--- src/rtl/rr_dispatcher.sv ---
// Round-robin dispatcher: spreads one valid/ready job stream over N sinks,
// each sink holding its own one-entry output register.
module rr_dispatcher #(
  parameter  int N  = 8,
  parameter  int DW = 8,
  localparam int M  = $clog2(N)
) (
  input  logic                   i_clk,
  input  logic                   i_rstn,
  input  logic                   i_valid,
  input  logic [DW-1:0]          i_data,
  output logic                   o_ready,
  input  logic [N-1:0]           i_mask,
  output logic [N-1:0]           o_valid,
  output logic [N-1:0][DW-1:0]   o_data,
  input  logic [N-1:0]           i_ready,
  output logic [M-1:0]           o_dest
);

  logic [N-1:0]         r_valid;
  logic [N-1:0][DW-1:0] r_data;
  logic [M-1:0]         r_dest;
  logic [M-1:0]         r_ptr;

  logic [N-1:0] w_elig;
  logic         w_accept;
  logic         w_found;
  logic [M:0]   w_idx;
  logic [M-1:0] w_win;
  logic [M-1:0] w_ptrNext;

  // Only registered state and the mask feed eligibility, so o_ready never
  // depends on i_valid or i_ready.
  assign w_elig   = ~r_valid & ~i_mask;
  assign o_ready  = i_rstn & (|w_elig);
  assign w_accept = i_valid & o_ready;

  // Scan from the pointer upward with an explicit modulo-N wrap, which keeps
  // the search correct when N is not a power of two.
  always_comb begin
    w_win   = '0;
    w_found = 1'b0;
    w_idx   = '0;
    for (int i = 0; i < N; i++) begin
      w_idx = {1'b0, r_ptr} + (M+1)'(i);
      if (w_idx >= (M+1)'(N)) begin
        w_idx = w_idx - (M+1)'(N);
      end
      if (!w_found && w_elig[w_idx[M-1:0]]) begin
        w_found = 1'b1;
        w_win   = w_idx[M-1:0];
      end
    end
  end

  assign w_ptrNext = (w_win == M'(N-1)) ? '0 : w_win + M'(1);

  // A winner is never a sink that is currently valid, so drain and load
  // never target the same entry in one cycle.
  always_ff @(posedge i_clk or negedge i_rstn) begin
    if (!i_rstn) begin
      r_valid <= '0;
      r_data  <= '0;
      r_dest  <= '0;
      r_ptr   <= '0;
    end else begin
      for (int k = 0; k < N; k++) begin
        if (r_valid[k] && i_ready[k]) begin
          r_valid[k] <= 1'b0;
        end
      end
      if (w_accept) begin
        r_valid[w_win] <= 1'b1;
        r_data[w_win]  <= i_data;
        r_dest         <= w_win;
        r_ptr          <= w_ptrNext;
      end
    end
  end

  assign o_valid = r_valid;
  assign o_data  = r_data;
  assign o_dest  = r_dest;

endmodule

--- config.mk ---
export PLATFORM = sky130hd
export DESIGN_NAME = rr_dispatcher
export DESIGN_NICKNAME = d
export VERILOG_FILES = /design/src/rtl/rr_dispatcher.sv
export SDC_FILE = /design/constraint.sdc
export NUM_CORES = 1
export LEC_CHECK = 0
export ABC_AREA = 1
export BUFFER_PORTS_ARGS = -buffer_cell sky130_fd_sc_hd__buf_2
export CAP_MARGIN = 20
export CORE_MARGIN = 2
export CORE_UTILIZATION = 45
export CTS_CLUSTER_SIZE = 16
export DETAILED_ROUTE_END_ITERATION = 8
export HOLD_SLACK_MARGIN = 0.02
export PLACE_DENSITY = 0.68
export SLEW_MARGIN = 20
export SYNTH_ARGS = -nofsm -noshare
export SYNTH_HDL_FRONTEND = slang
export SYNTH_SLANG_ARGS = --single-unit
--- constraint.sdc ---
create_clock -name i_clk -period 2.71 [get_ports i_clk]
set_input_delay 0.271 -clock i_clk [delete_from_list [all_inputs] [get_ports i_clk]]
set_output_delay 0.271 -clock i_clk [all_outputs]
set_load 0.005 [all_outputs]
Word level (Yosys, flattened, before mapping)
Cells that the tools add are included.
{"block": "op_classes", "n_addsub": 16, "n_lt_le_gt_ge": 18, "eq_ne": 1, "n_mux": 54, "bitwise": 6, "n_reduce_logical": 24}
{"op": "$bwmux 64", "count": 1}
{"op": "$mux 3", "count": 17}
{"op": "$lt 3x4->1 const B", "count": 9}
{"op": "$ge 4x4->1 const B", "count": 7}
{"op": "$bmux 1 s3", "count": 8}
{"op": "$demux 8 s3", "count": 1}
{"op": "$mux 1", "count": 24}
{"op": "$sub 3x1->3 const B", "count": 8}
{"op": "$add 3x3->4 const B", "count": 4}
{"op": "$logic_and 1x1->1", "count": 16}
{"op": "$mux 8", "count": 2}
{"op": "$not 8->8", "count": 2}
{"op": "$add 3x2->4 const B", "count": 2}
{"op": "$and 8x8->8", "count": 1}
{"op": "$or 8x8->8", "count": 1}
{"op": "$reduce_or 8->1", "count": 1}
{"op": "$logic_not 1->1", "count": 7}
{"op": "$add 3x1->4 const B", "count": 1}
{"op": "$ge 3x4->1 const B", "count": 1}
{"op": "$add 3x1->3 const B", "count": 1}
{"op": "$demux 1 s3", "count": 1}
{"op": "$eq 3x3->1 const B", "count": 1}
{"op": "$ge 3x1->1 const B", "count": 1}
{"op": "$and 1x1->1", "count": 2}
{"block": "totals", "reg_bits": 78, "output_inout_bits": 76}

Logic depth before layout (Yosys ltp)
{"block": "logic_depth", "ltp_word": 32, "mapped_depth": 21, "mapped_depth_nobuf": 20}

Worst setup path after synthesis
No wires, ideal clock.
{"block": "synth_path", "path_type": "reg2reg", "from": "register r_ptr[1]", "to": "register r_data (netlist bit o_data[16])", "setup_ns": 0.120, "t_arrival_ns": 2.534, "required_time_ns": 2.590, "slack_ns": 0.057, "stages_incl_launch_ff": 22, "n_path_buf": 3, "synth_period_minus_slack_ns": 2.653, "path_cell_list": "dfrtp_1 -> buf_6 -> clkinv_2 -> ha_1 -> inv_2 -> nand3_1 -> nand2_1 -> nand2_1 -> nand2_2 -> nand2_1 -> nor2_4 -> nand2_1 -> nand2_1 -> nand2_1 -> nor2_1 -> nand2_2 -> nand2_2 -> nand2_4 -> buf_6 -> buf_6 -> o21bai_2 -> nand2_1"}
{"block": "synth_between", "elab_chain_cells": 31}
{"item": "from (decl)", "line_no": "23", "text": "logic [M-1:0] r_ptr;"}
{"item": "from (signal assigned)", "line_no": "76", "text": "r_ptr <= w_ptrNext;"}
{"item": "branches (longest 25 deep; another with $add 3x1->4)"}
{"item": "$mux 3 *", "line_no": "49", "text": "if (!w_found && w_elig[w_idx[M-1:0]]) begin"}
{"item": "$lt 3x4->1 (implied by the code) / $ge 3x1->1 (equally long branches)", "line_no": "74", "text": "r_data[w_win] <= i_data;"}
{"item": "$logic_and 1x1->1 (implied by the code)", "line_no": "74"}
{"item": "$mux 8 (implied by the code)", "line_no": "74"}
{"item": "$demux 8 s3 *", "line_no": "74"}
{"item": "$bwmux 64 *", "line_no": "74"}
{"item": "to (signal, indexed assignment)", "line_no": "74"}
{"item": "to (decl)", "line_no": "21", "text": "logic [N-1:0][DW-1:0] r_data;"}
Mark *: on every way between the ends. The select of a mux whose other input is x is not followed.
A chain may end at the register's enable or synchronous reset.

Worst setup path after layout
{"block": "layout_path", "from": "register r_ptr[1]", "to": "register r_data (netlist bit o_data[44])"}
The elaborated chain is that of the path after synthesis.

==> metrics.cfg <==
[outcome]
status = finished clean

[worst_setup_path]
slowest_stage = dfrtp_1
end_kind = flip-flop
r2r_slack_ns = 0.05
cp_slowest_stage_delay_ns = 0.38
crit_family = simple AND/OR/NAND/NOR gates
cp-start-kind = flip-flop
path_cells = clkinv_2 > ha_4 > inv_6 > nand3_4 > nand2_2 > nand2_2 > nand2_2 > nand2_2 > nor2_4 > buf_6 > nand4_1 > nand3_1 > nor2_2 > nand3_4 > buf_6 > nor2_4 > buf_4 > nand3_1 > nand2_1
cp.required_ns = 2.99
crit_type = flip-flop to flip-flop
cpMostUsedCell = nand2_2
cp_max_fo = 6
crit_buf_inv = 5
worst_ep_arrival_time_ns = 2.93

[global_routing]
track_usage_pct = 22.9
grt_max_degree = 49
grt_pass1_vias = 3742
overflow = 0
antenna_found_initial = 0
grt_pass1_wl_mm = 18.4

[synthesis]
synth_area_sq_um = 4280
synth_cells = 522
ys_seq_area_share_pct = 45.6
ys_warn_count = 0
syn_avg_cell_area_sq_um = 8.21
ys_seq_elements = 78
yosysUniqueCellTypes = 32
syn_nets = 552

[floorplanning]
start_util_pct = 46.4
num_rows = 35
die_width_um = 102
dieArea_sq_um = 10300
core_area_sq_um = 9240
io-pin-count = 103
dieHeight_um = 102

[cts]
h-tree-depth = 3
cts_tree = done
clockRootBuffer = clkbuf_8
path_clk_slew_ns = 0.08
clock_latency_ns = 0.34
clk_path_buf_depth = 2
cts-buffers-inserted = 9
numClockSinks = 78

[timing]
timing.final.crit_share_pct = 98.0
rsz0062_at_grt = yes
whs_ns = 0.0956
drv_slew = 0
worst_slew_pin_slew_ns = 0.609
fin_skew_ns = 0.00799
slew_headroom_pct = 59.4
hold_viol = 0
fmax_mhz = 377
setup_violations = 0
fin_crit_ns = 2.66

[detailed_routing]
avgRoutedWirePerCell_um = 15.1
drtAntennaViolNets = 0
viasPerCell = 5.04
drc_errors = 0
routed_wl_mm = 12.1
vias = 4032
drt_iter0_markers = 250
drtPass1Iterations = 5

[finish]
areaGrowthSynthToFinish_pct = 34.5
layout_commonest_cell = nand2_1
final_nets = 696
drive_gt1_share_pct = 41.6
antenna_cells = 0
most-common-layout-cells = nand2_1, buf_2, dfrtp_1

[run]
drv_cap = 0

[min_path]
hold_path.class = input port to flip-flop

[placed_design]
portBuffers = 102
gp_congestion = 0.920
hpwl_mm = 8.43

flip-flops by register name (all words and copies together) (netlist names):
register,cells
o_data,64
o_valid,8
o_dest,3
r_ptr,3
final timing paths:
path                            cells after the start             startpoint                      to
worst max-delay path                               19   r_ptr[1]$_DFFE_PN0P_  o_data[44]$_DFFE_PN0P_
worst min-delay path                                2             i_ready[1]    o_valid[1]$_DFF_PN0_
worst max register to register                     19   r_ptr[1]$_DFFE_PN0P_  o_data[44]$_DFFE_PN0P_
worst min register to register                      2  o_data[8]$_DFFE_PN0P_   o_data[8]$_DFFE_PN0P_
max in group asynchronous                           4                 i_rstn   o_dest[0]$_DFFE_PN0P_
min in group asynchronous                           3                 i_rstn  o_data[47]$_DFFE_PN0P_
kinds of logic after synthesis:
group | synth area share [%]
fa+ha+maj | 0.876
flops | 45.6
xor+xnor | 1.66
buf+inv | 9.70
simple gates | 33.1
compound gates | 9.11
metrics by stage:
step	cells	setup slack, ns	area (sq um)	util (%)	TNS, ns
CTS	785	0.00101	5280	57.1	0
global route	800	-0.0936	5760	62.4	-1.99
detailed placement	768	0.0101	5060	54.8	0
finish	800	0.0542	5760	62.4	0
global placement	768	0.0650	5060	54.8	0
floorplan	522	0.0567	4280	-	0
final cells by class:
| type | instances | area, sq um |
|---|---|---|
| fill | 801 | 3480 |
| timing repair buffer | 153 | 957 |
| clock buffer | 11 | 141 |
| multi-input combinational | 363 | 2240 |
| tap | 129 | 161 |
| sequential | 78 | 1950 |
| inverter | 61 | 248 |
| clock inverter | 5 | 58.8 |
cells in the mapped netlist, drive strengths merged:
cell	number	area, sq um
inv	60	230
clkinv	1	5.00
xnor2	1	16.3
nand3b	1	11.3
ha	3	37.5
clkbuf	8	30.0
nand2	200	781
buf	15	150
a21oi	2	10.0
a31o	1	8.76
nand3	74	415
o21bai	32	300
nor4	2	12.5
a31oi	1	6.26
o21ai	8	40.0
o22ai	4	25.0
nor2	24	154
dfrtp	78	1950
xor2	2	55.1
nand4	5	43.8
timing repair:
| item | in CTS | in global routing |
|---|---|---|
| gates cloned | 0 | 5 |
| hold endpoints to repair | 30 | 0 |
| hold buffers | 1 | 0 |
| setup endpoints to repair | 1 | 76 |
| pin swaps | 0 | 36 |
| setup buffers | 0 | 10 |
| resized for setup | 1 | 84 |
layer usage:
layer / up-vias / GRT usage [%] / share of wire [%]
li1: 1937 / - / -
met1: 1954 / 30.2 / 43
met2: 121 / 38.3 / 50
met3: 20 / 4.42 / 5.4
met4: 0 / 6.86 / 1.9
met5: - / 0 / 0
Power is not shown: default switching activity piles up to over one toggle a cycle in this logic, so the estimate is an artifact.
